==> src/rtl/ps2_rx_fifo.sv <==
// ps2_rx_fifo
//   PS/2 keyboard receiver. Synchronises and glitch-filters the PS/2 clock,
//   deframes 11-bit frames (start, 8 data LSB-first, odd parity, stop), folds
//   E0/F0 prefix bytes into per-key flags, and queues {ext, brk, code} events
//   in a show-ahead FIFO that the consumer pops at its own pace.
//
// Ports
//   iClock        system clock, rising edge
//   iReset        asynchronous active-high reset
//   iPs2Clk       raw PS/2 clock pin
//   iPs2Data      raw PS/2 data pin
//   iRead         pop head entry (ignored while oValid=0)
//   oCode         head scan code, prefixes stripped
//   oExtended     head entry was preceded by E0
//   oBreak        head entry was preceded by F0
//   oValid        FIFO non-empty
//   oCount        entries held, 0..DEPTH
//   oParityError  1-cycle pulse, frame dropped for bad parity
//   oFrameError   1-cycle pulse, frame dropped for bad stop bit or timeout
//   oOverflow     1-cycle pulse, event dropped because the FIFO was full
//
// state    | meaning
// ---------+-----------------------------------------------
// S_IDLE   | waiting for a start bit (data low on a falling edge)
// S_DATA   | shifting in data bits 0..7
// S_PARITY | capturing the parity bit
// S_STOP   | capturing the stop bit and evaluating the frame

module ps2_rx_fifo #(
  parameter int FILTER_LEN     = 8,
  parameter int TIMEOUT_CYCLES = 50000,
  parameter int DEPTH          = 8
) (
  input  logic                       iClock,
  input  logic                       iReset,
  input  logic                       iPs2Clk,
  input  logic                       iPs2Data,
  input  logic                       iRead,
  output logic [7:0]                 oCode,
  output logic                       oExtended,
  output logic                       oBreak,
  output logic                       oValid,
  output logic [$clog2(DEPTH):0]     oCount,
  output logic                       oParityError,
  output logic                       oFrameError,
  output logic                       oOverflow
);

  localparam int AW = $clog2(DEPTH);
  localparam int CW = AW + 1;
  localparam int FW = $clog2(FILTER_LEN);
  localparam int TW = $clog2(TIMEOUT_CYCLES);

  typedef enum logic [1:0] {S_IDLE, S_DATA, S_PARITY, S_STOP} state_t;

  // ---------------- input synchroniser and clock filter ----------------
  logic          r_clk_meta, r_clk_sync, r_dat_meta, r_dat_sync;
  logic          r_filt_clk;
  logic [FW-1:0] r_filt_cnt;
  logic          r_fall;

  always_ff @(posedge iClock or posedge iReset) begin
    if (iReset) begin
      r_clk_meta <= 1'b1;
      r_clk_sync <= 1'b1;
      r_dat_meta <= 1'b1;
      r_dat_sync <= 1'b1;
      r_filt_clk <= 1'b1;
      r_filt_cnt <= '0;
      r_fall     <= 1'b0;
    end else begin
      r_clk_meta <= iPs2Clk;
      r_clk_sync <= r_clk_meta;
      r_dat_meta <= iPs2Data;
      r_dat_sync <= r_dat_meta;
      r_fall     <= 1'b0;
      // Any sample matching the filtered level restarts the run, so only
      // FILTER_LEN consecutive differing samples flip the filtered clock.
      if (r_clk_sync != r_filt_clk) begin
        if (r_filt_cnt == FW'(FILTER_LEN - 1)) begin
          r_filt_clk <= r_clk_sync;
          r_filt_cnt <= '0;
          r_fall     <= r_filt_clk;
        end else begin
          r_filt_cnt <= r_filt_cnt + 1'b1;
        end
      end else begin
        r_filt_cnt <= '0;
      end
    end
  end

  // ---------------- deframer ----------------
  state_t        r_state;
  logic [2:0]    r_idx;
  logic [7:0]    r_shift;
  logic          r_par;
  logic [TW-1:0] r_timer;
  logic          r_ext, r_brk;
  logic          r_par_err, r_frm_err, r_ovf;

  // FIFO state (declared here because the push decision needs it)
  logic [9:0]    r_mem [DEPTH];
  logic [AW-1:0] r_wr_ptr, r_rd_ptr;
  logic [CW-1:0] r_count;
  logic [9:0]    r_head;

  logic          w_frame_done, w_par_ok, w_stop_ok, w_good;
  logic          w_is_e0, w_is_f0, w_push, w_full, w_pop, w_wr_en, w_drop;
  logic [9:0]    w_entry;
  logic [AW-1:0] w_rd_nxt;
  logic [CW-1:0] w_cnt_after_pop;

  assign w_frame_done = r_fall && (r_state == S_STOP);
  assign w_par_ok     = ^{r_shift, r_par};
  assign w_stop_ok    = r_dat_sync;
  assign w_good       = w_frame_done && w_par_ok && w_stop_ok;
  assign w_is_e0      = (r_shift == 8'hE0);
  assign w_is_f0      = (r_shift == 8'hF0);
  assign w_push       = w_good && !w_is_e0 && !w_is_f0;
  assign w_entry      = {r_ext, r_brk, r_shift};

  assign w_full       = (r_count == CW'(DEPTH));
  assign w_pop        = iRead && (r_count != '0);
  // A pop in the same cycle frees the slot the push needs.
  assign w_wr_en      = w_push && (!w_full || w_pop);
  assign w_drop       = w_push && w_full && !w_pop;

  always_ff @(posedge iClock or posedge iReset) begin
    if (iReset) begin
      r_state   <= S_IDLE;
      r_idx     <= '0;
      r_shift   <= '0;
      r_par     <= 1'b0;
      r_timer   <= TW'(TIMEOUT_CYCLES - 1);
      r_ext     <= 1'b0;
      r_brk     <= 1'b0;
      r_par_err <= 1'b0;
      r_frm_err <= 1'b0;
      r_ovf     <= 1'b0;
    end else begin
      r_par_err <= 1'b0;
      r_frm_err <= 1'b0;
      r_ovf     <= 1'b0;
      if (r_state == S_IDLE) begin
        r_timer <= TW'(TIMEOUT_CYCLES - 1);
        if (r_fall && !r_dat_sync) begin
          r_state <= S_DATA;
          r_idx   <= '0;
        end
      end else if (r_fall) begin
        r_timer <= TW'(TIMEOUT_CYCLES - 1);
        case (r_state)
          S_DATA: begin
            r_shift[r_idx] <= r_dat_sync;
            if (r_idx == 3'd7) r_state <= S_PARITY;
            else               r_idx   <= r_idx + 3'd1;
          end
          S_PARITY: begin
            r_par   <= r_dat_sync;
            r_state <= S_STOP;
          end
          default: begin
            r_state <= S_IDLE;
            // Parity failure takes precedence over a bad stop bit.
            if (!w_par_ok) begin
              r_par_err <= 1'b1;
              r_ext     <= 1'b0;
              r_brk     <= 1'b0;
            end else if (!w_stop_ok) begin
              r_frm_err <= 1'b1;
              r_ext     <= 1'b0;
              r_brk     <= 1'b0;
            end else if (w_is_e0) begin
              r_ext <= 1'b1;
            end else if (w_is_f0) begin
              r_brk <= 1'b1;
            end else begin
              r_ext <= 1'b0;
              r_brk <= 1'b0;
              r_ovf <= w_drop;
            end
          end
        endcase
      end else if (r_timer == '0) begin
        r_state   <= S_IDLE;
        r_frm_err <= 1'b1;
        r_ext     <= 1'b0;
        r_brk     <= 1'b0;
      end else begin
        r_timer <= r_timer - 1'b1;
      end
    end
  end

  // ---------------- show-ahead FIFO ----------------
  assign w_rd_nxt        = r_rd_ptr + AW'(w_pop);
  assign w_cnt_after_pop = r_count - CW'(w_pop);

  always_ff @(posedge iClock) begin
    if (w_wr_en) r_mem[r_wr_ptr] <= w_entry;
  end

  always_ff @(posedge iClock or posedge iReset) begin
    if (iReset) begin
      r_wr_ptr <= '0;
      r_rd_ptr <= '0;
      r_count  <= '0;
      r_head   <= '0;
    end else begin
      if (w_wr_en) r_wr_ptr <= r_wr_ptr + 1'b1;
      r_rd_ptr <= w_rd_nxt;
      r_count  <= r_count + CW'(w_wr_en) - CW'(w_pop);
      // Head register tracks what the memory will hold at the new read
      // pointer; a push into an (effectively) empty FIFO bypasses memory.
      if (w_wr_en && (w_cnt_after_pop == '0)) r_head <= w_entry;
      else if (w_cnt_after_pop != '0)         r_head <= r_mem[w_rd_nxt];
    end
  end

  assign oCode        = r_head[7:0];
  assign oBreak       = r_head[8];
  assign oExtended    = r_head[9];
  assign oValid       = (r_count != '0);
  assign oCount       = r_count;
  assign oParityError = r_par_err;
  assign oFrameError  = r_frm_err;
  assign oOverflow    = r_ovf;

endmodule

==> config.mk <==
export PLATFORM = sky130hd
export DESIGN_NAME = ps2_rx_fifo
export DESIGN_NICKNAME = d
export VERILOG_FILES = /design/src/rtl/ps2_rx_fifo.sv
export SDC_FILE = /design/constraint.sdc
export NUM_CORES = 1
export LEC_CHECK = 0
export BUFFER_PORTS_ARGS = -buffer_cell sky130_fd_sc_hd__buf_2
export CAP_MARGIN = 0
export CORE_MARGIN = 8
export CORE_UTILIZATION = 56
export DETAILED_ROUTE_END_ITERATION = 8
export HOLD_SLACK_MARGIN = 0.02
export PLACE_DENSITY = 0.76
export SETUP_SLACK_MARGIN = 0.3
export SLEW_MARGIN = 20
export SYNTH_ARGS = -nofsm -noshare
export SYNTH_HDL_FRONTEND = slang
export SYNTH_SLANG_ARGS = --single-unit
==> constraint.sdc <==
create_clock -name iClock -period 2.8 [get_ports iClock]
set_input_delay 0.56 -clock iClock [delete_from_list [all_inputs] [get_ports iClock]]
set_output_delay 0.56 -clock iClock [all_outputs]
set_load 0.01 [all_outputs]
==> results of run 1 <==
## timing repair
action | CTS | global route
buffers inserted | 6 | 10
pin swaps | 3 | 1
gates resized for setup | 16 | 7
setup endpoints to repair | 34 | 20
cloned | 2 | 0
hold buffers | 0 | 0
## per-stage QoR
step | setup slack [ns] | std cells
floorplan | 0.0527 | 447
global placement | 0.248 | 614
detailed placement | 0.200 | 614
CTS | 0.304 | 654
global route | 0.241 | 664
finish | 0.321 | 664
## critical path, stage by stage (launching register included)
cell and delay, ns:
dfrtp_2 0.42, xor2_1 0.16, xnor3_2 0.50, xor2_4 0.21, nand2_4 0.10, ha_4 0.22
inv_2 0.06, ha_4 0.12, inv_2 0.03, fa_2 0.51, inv_1 0.04
## where the power goes
part           internal, mW  switching, mW  total [mW]
sequential             2.36          0.106        2.47
combinational         0.639          0.715        1.35
clock                  1.50          0.905        2.41
total                  4.51           1.73        6.23
## Yosys cell counts (2+ instances only)
cell type,n
xor2_1,13
a21oi_1,9
inv_1,17
nor4_1,5
or3_1,4
ha_1,20
nand3_1,9
xnor2_1,7
nor3_1,6
buf_2,4
and2_1,3
xnor2_2,2
nor2_1,21
nand2b_1,6
o21ai_0,10
edfxtp_1,80
dfstp_2,14
buf_6,3
dfrtp_1,50
mux2_2,10
mux4_2,20
nand4b_1,5
clkbuf_1,12
nor4b_2,2
o21ai_1,10
nand3b_1,4
a31oi_1,11
nor2b_1,4
a32oi_1,11
nand2_1,45
nor3b_1,5
## worst max path at each step
stage	slack, ns	to	cells after the start	startpoint
floorplan	0.05	r_mem[5][0]	5	r_shift[6]
global placement	0.25	oCount[1]	10	r_shift[6]
detailed placement	0.20	oCount[1]	10	r_shift[1]
CTS	0.30	oCount[1]	10	r_shift[3]
global route	0.24	oCount[1]	11	r_shift[3]
finish	0.32	oCount[1]	10	r_shift[3]
## logic make-up (layout without fill, tap and decap cells)
group           after synthesis  after routing  share of synthesized area
flops                       144            144                      0.629
simple gates                130            130                      0.111
buf+inv                      37            111                     0.0260
mux                          32             32                     0.0920
fa+ha+maj                    21             21                     0.0423
compound gates               59             59                     0.0591
xor+xnor                     24             24                     0.0405
## placed cells by master (no fill, tap or decap), drive strengths merged, types with 14 or more instances in the layout
| master | count |
|---|---|
| clkbuf | 18 |
| dfstp | 14 |
| edfxtp | 80 |
| buf | 61 |
| ha | 20 |
| inv | 22 |
| dfrtp | 50 |
| o21ai | 20 |
| mux4 | 20 |
| xor2 | 14 |
| nand2 | 47 |
| nor2 | 21 |
## sequential cells by signal (all words and copies together) (netlist names), 2 cells and up
name / flops
oCount: 4
r_filt_cnt: 3
r_head: 10
r_idx: 3
r_mem: 80
r_rd_ptr: 3
r_shift: 8
r_state: 2
r_timer: 16
r_wr_ptr: 3
## layout make-up
| type | count | area [sq um] |
|---|---|---|
| flip-flops and latches | 144 | 4030 |
| repair buffers | 62 | 482 |
| well taps | 143 | 179 |
| multi-input cells | 266 | 2310 |
| fillers | 744 | 3580 |
| clock inverters | 14 | 200 |
| clock buffers | 18 | 429 |
| inverters | 17 | 63.8 |
## per-layer routing
layer | share of wire | vias up | global-route usage
met3 | 0.054 | 22 | 0.0460
met1 | 0.41 | 2029 | 0.238
li1 | - | 1794 | -
met4 | 0.021 | 0 | 0.0792
met2 | 0.51 | 122 | 0.332
met5 | 0 | - | 0
==> summary.md, run 1 <==
| Metric | Value |
|---|---|
| #FFs+latches synth | 144 |
| # rows | 39 |
| R2r setup slk | 0.32 ns |
| Mapped Area | 0.00639 sq mm |
| Ys async rst share | 0.444 |
| Arrival @ worst endpoint | 2.80 ns |
| Worst Hold Depth | 1 |
| Slew Limit Fails | 0 |
| First-pass DRT Iterations | 5 |
| Max Fanout on Critical Path | 5 |
| Post-DP Area | 0.00682 sq mm |
| Vias in the first global route | 4,089 |
| Vias | 3,967 |
| Clk buf depth | 2 |
| Post-route minimum period | 2.48 ns |
| LEAKAGE | 3.12 nW |
| Clock transition at the registers of the reported paths | 0.06 ns |
| DRC | 0 |
| CP startpoint kind | register |
| N_diodes | 0 |
| Register area share after synthesis | 0.629 |
| Core area | 0.0113 sq mm |
| Syn_nets | 473 |
| Remaining Overflow, GRT | 0 |
| Total Nets Final | 534 |
| Worst-Skew Late Latency | 0.42 ns |
| VDD IR max | 0.000789 V |
| Max-cap viol count | 0 |
| WL/cell | 20.8 um |
| Area contributors post-synth | edfxtp_1 (38%), dfrtp_1 (20%), mux4_2 (7.0%) |
| Hold Path Sink | r_clk_meta |
| Worst Setup End Kind | register |
| Initial antenna violation count | 0 |
| Area Growth Syn to Fin | 20.3% |
| Total clock sinks | 144 |
| HP Class | input pin to register |
| RR Startpoint | r_shift[3] |
| Slew @ Worst Pin | 1.01 ns |
| Post-synth EDFFs | 80 |
| RSZ-0062 raised after global routing | yes |
| Yosys synthesis warning count | 0 |
| Slew headroom | 0.318 |
| Final non-filler cell area | 0.00769 sq mm |
| Worst reg2reg path depth | 10 |
| Post-route clock period utilization | 0.885 |
| Post-synth top area share | 0.376 |
| Main synth FF type | edfxtp_1 |
| Pwr Density | 810 mW/mm^2 |
| Setup Viol. Count Final | 0 |
| Starting Density | 0.567 |
| PortBufs | 22 |
| Min-delay src | iPs2Clk |
| H-tree Lvls | 4 |
| Power Total | 6.23 mW |
| TritonCTS buffer count | 17 |
| Dominant cell type by area after synthesis | edfxtp_1 |
| Fin. Hold Viols | 0 |
| I/O pin cnt | 23 |
| Detailed Route Iter0 Violations | 423 |
| Avg Inst Size Synth | 14.3 sq um |
| Antenna-violating nets left | 0 |
| Critical path type | register to register |
| FMAX | 0.403 GHz |
| Largest net degree at the start of global routing | 32 |
| GRT Util Overall | 0.196 |
| Post-Synthesis Cells | 447 |
| Die extent in x | 123 um |
| Die H | 123 um |
| Root Buffer | clkbuf_16 |
| Layout cells sized above 1 | 0.334 |
| Gpl congestion | 0.820 |
| Final hold slack | 0.238 ns |
| WL final | 13,800 um |
| CTS tree | built |
| Synth cell types | 56 |
| DPL Wire Length | 8290 um |
| Core Util, Final | 0.682 |
| Number of vias per cell | 5.97 |
| First-pass GRT wire length | 21,900 um |
| Status | complete, no violations |
| Setup TNS | 0 ns |
| WP data required | 3.12 ns |
| Final Skew | 0.0129 ns |
| Reg2reg end | oCount[1] |
| Die ar. | 0.0151 sq mm |
Note: power is estimated with default switching activity, not from simulation.
==> run 2: changes to the inputs <==
--- a/config.mk
+++ b/config.mk
@@ -12,6 +12,7 @@
 export DETAILED_ROUTE_END_ITERATION = 8
 export HOLD_SLACK_MARGIN = 0.02
 export PLACE_DENSITY = 0.76
+export REMOVE_ABC_BUFFERS = 1
 export SETUP_SLACK_MARGIN = 0.3
 export SLEW_MARGIN = 20
 export SYNTH_ARGS = -nofsm -noshare
==> run 2 against run 1 <==
Net effect: clock power about the same; register-to-register slack about the same; die area unchanged; highest routed layer unchanged; critical path type unchanged; global-route usage is 0.92 points lower; sequential share of layout area rose by 0.31 points.
==> summary.md, run 2 (same netlist as run 1, synthesis figures left out) <==
| Metric | Value |
|---|---|
| Crit. path cell count | 10 (unchanged) |
| GRT Util Overall | 0.187 (-0.00920) |
| Total Nets Final | 529 (-0.94%) |
| CP startpoint kind | register |
| Setup TNS | 0 ns (unchanged) |
| Placed Cells | 617 (+0.49%) |
| Top Registers | r_mem: 80 flops, r_timer: 16 flops, r_head: 10 flops |
| Arrival @ worst endpoint | 2.78 ns (-0.02 ns) |
| Root Buffer | clkbuf_16 |
| CP delay by family, top | XOR/XNOR gates |
| Core area | 0.0113 sq mm (unchanged) |
| Total clock sinks | 144 (unchanged) |
| Most common cell after layout, fill and taps aside | edfxtp_1 |
| Vias | 3,899 (-1.7%) |
| Worst Setup End Kind | register |
| Fin. Hold Viols | 0 (unchanged) |
| Max-cap viol count | 0 (unchanged) |
| Number of vias per cell | 5.92 (-0.97%) |
| Critical path type | register to register |
| Slew Limit Fails | 0 (unchanged) |
| First-pass DRT Iterations | 4 (-1) |
| FMAX | 0.405 GHz (+0.42%) |
| Post-Layout Cell Count | 659 (-0.75%) |
| CP Buf/Inv Count | 3 (unchanged) |
| Worst-Skew Late Latency | 0.42 ns (about the same) |
| H-tree Lvls | 4 (unchanged) |
| VDD IR max | 0.000691 V (-12%) |
| Antenna-violating nets left | 0 (unchanged) |
| Die ar. | 0.0151 sq mm (unchanged) |
| R2r setup slk | 0.33 ns (about the same) |
| Setup WS post-layout | 0.332 ns (+0.0104 ns) |
| Die H | 123 um (unchanged) |
| # rows | 39 (unchanged) |
| Worst reg2reg path depth | 10 (unchanged) |
| Reg2reg end | oCount[1] |
| Initial antenna violation count | 0 (unchanged) |
| HP Class | input pin to async pin |
| Gpl congestion | 0.830 (+1.3%) |
| Slew headroom | 0.349 (+0.0302) |
| Critical path startpoint | r_shift[4] |
| Post-route clock period utilization | 0.881 (-0.00373) |
| Remaining Overflow, GRT | 0 (unchanged) |
| DRC | 0 (unchanged) |
| Pre-CTS setup slack | 0.140 ns (-0.0595 ns) |
| RR Startpoint | r_shift[4] |
| Reg with most FFs | r_mem |
| Area of the multi-input gates | 0.00228 sq mm (-1.0%) |
| Vias in the first global route | 4,023 (-1.6%) |
| Largest register FFs | 80 (unchanged) |
| WL/cell | 19.9 um (-4.2%) |
| Setup Viol. Count Final | 0 (unchanged) |
| Die extent in x | 123 um (unchanged) |
| Detailed Route Iter0 Violations | 274 (-35%) |
| Post-route minimum period | 2.47 ns (-0.0104 ns) |
| Starting Density | 0.567 (unchanged) |
| Largest net degree at the start of global routing | 56 (+75%) |
| Fillcell total | 731 (-1.7%) |
| Status | complete, no violations |
| I/O pin cnt | 23 (unchanged) |
| Clk buf depth | 2 (unchanged) |
| Max stage delay on crit path | 0.51 ns (about the same) |
| TritonCTS buffer count | 17 (unchanged) |
| LEAKAGE | 3.09 nW (-0.74%) |
| Slowest-stage cell, CP | xnor3_2 |
| Max Fanout on Critical Path | 2 (-3) |
| N_diodes | 0 (unchanged) |
| Pwr Density | 810 mW/mm^2 (about the same) |
| Final hold slack | 0.0577 ns (-0.180 ns) |
| CTS Hold Bufs | 0 (unchanged) |
| WL final | 13,100 um (-4.9%) |
| Setup crit end | oCount[1] |
| Slew @ Worst Pin | 0.970 ns (-0.0450 ns) |
| Most frequent cells in the layout | edfxtp_1 (80), dfrtp_1 (47), nand2_1 (45) |
| First-pass GRT wire length | 21,100 um (-3.7%) |
| CP Cell Sequence | xor2_1 > xnor3_2 > xor2_4 > nand2_4 > ha_4 > inv_2 > ha_4 > inv_2 > fa_2 > inv_1 |
| DPL Wire Length | 7890 um (-4.9%) |
| CTS tree | built |
| RSZ-0062 raised after global routing | yes |
| WP data required | 3.11 ns (about the same) |
| Clock transition at the registers of the reported paths | 0.06 ns (about the same) |
| PortBufs | 22 (unchanged) |
| Final Skew | 0.00554 ns (-0.00732 ns) |
| Area Growth Syn to Fin | 19.5% |
| FF/Latch Area | 0.00403 sq mm (-0.12%) |
| Layout cells sized above 1 | 0.320 (-0.0142) |
## run 2: worst min-delay path by stage
stage | startpoint | endpoint | cells past startpoint
3_3_place_gp | r_clk_meta | r_clk_sync | 0
6_report | iReset | oCount[1] | 2
3_5_place_dp | r_dat_meta | r_dat_sync | 0
4_1_cts | iReset | oCount[1] | 2
2_1_floorplan | r_clk_meta | r_clk_sync | 0
5_1_grt | iReset | oCount[1] | 2
## run 2: final cells by class
class / instances / area share
Inverter: 17 / 0.00836
Multi-Input combinational cell: 266 / 0.299
Clock inverter: 12 / 0.0238
Tap cell: 143 / 0.0234
Sequential cell: 144 / 0.527
Timing Repair Buffer: 57 / 0.0585
Clock buffer: 20 / 0.0598
## run 2: routing by layer
metal / vias up / GRT usage / part of all wire
met3: 21 / 0.0451 / 0.053
met1: 1978 / 0.224 / 0.41
met5: - / 0 / 0
met4: 0 / 0.0861 / 0.016
met2: 125 / 0.315 / 0.52
li1: 1775 / - / -
## run 2: where the power goes
group          leakage, nW  internal [mW]  total (mW)  switching, mW
sequential            1.67           2.36        2.46         0.0961
clock                0.299           1.54        2.40          0.861
combinational         1.12          0.608        1.33          0.718
## run 2: per-stage QoR
step	power, mW	instance area (sq um)	util
5_1_grt	6.43	7640	0.677
3_5_place_dp	3.68	6800	0.603
2_1_floorplan	3.26	6290	-
3_3_place_gp	3.64	6800	0.603
6_report	6.19	7640	0.677
4_1_cts	6.10	7530	0.668
## run 2: repair_timing
action	CTS	global route
pin swaps	5	7
setup endpoints to repair	23	61
gates cloned	1	1
gates resized for setup	17	14
buffers inserted	4	4
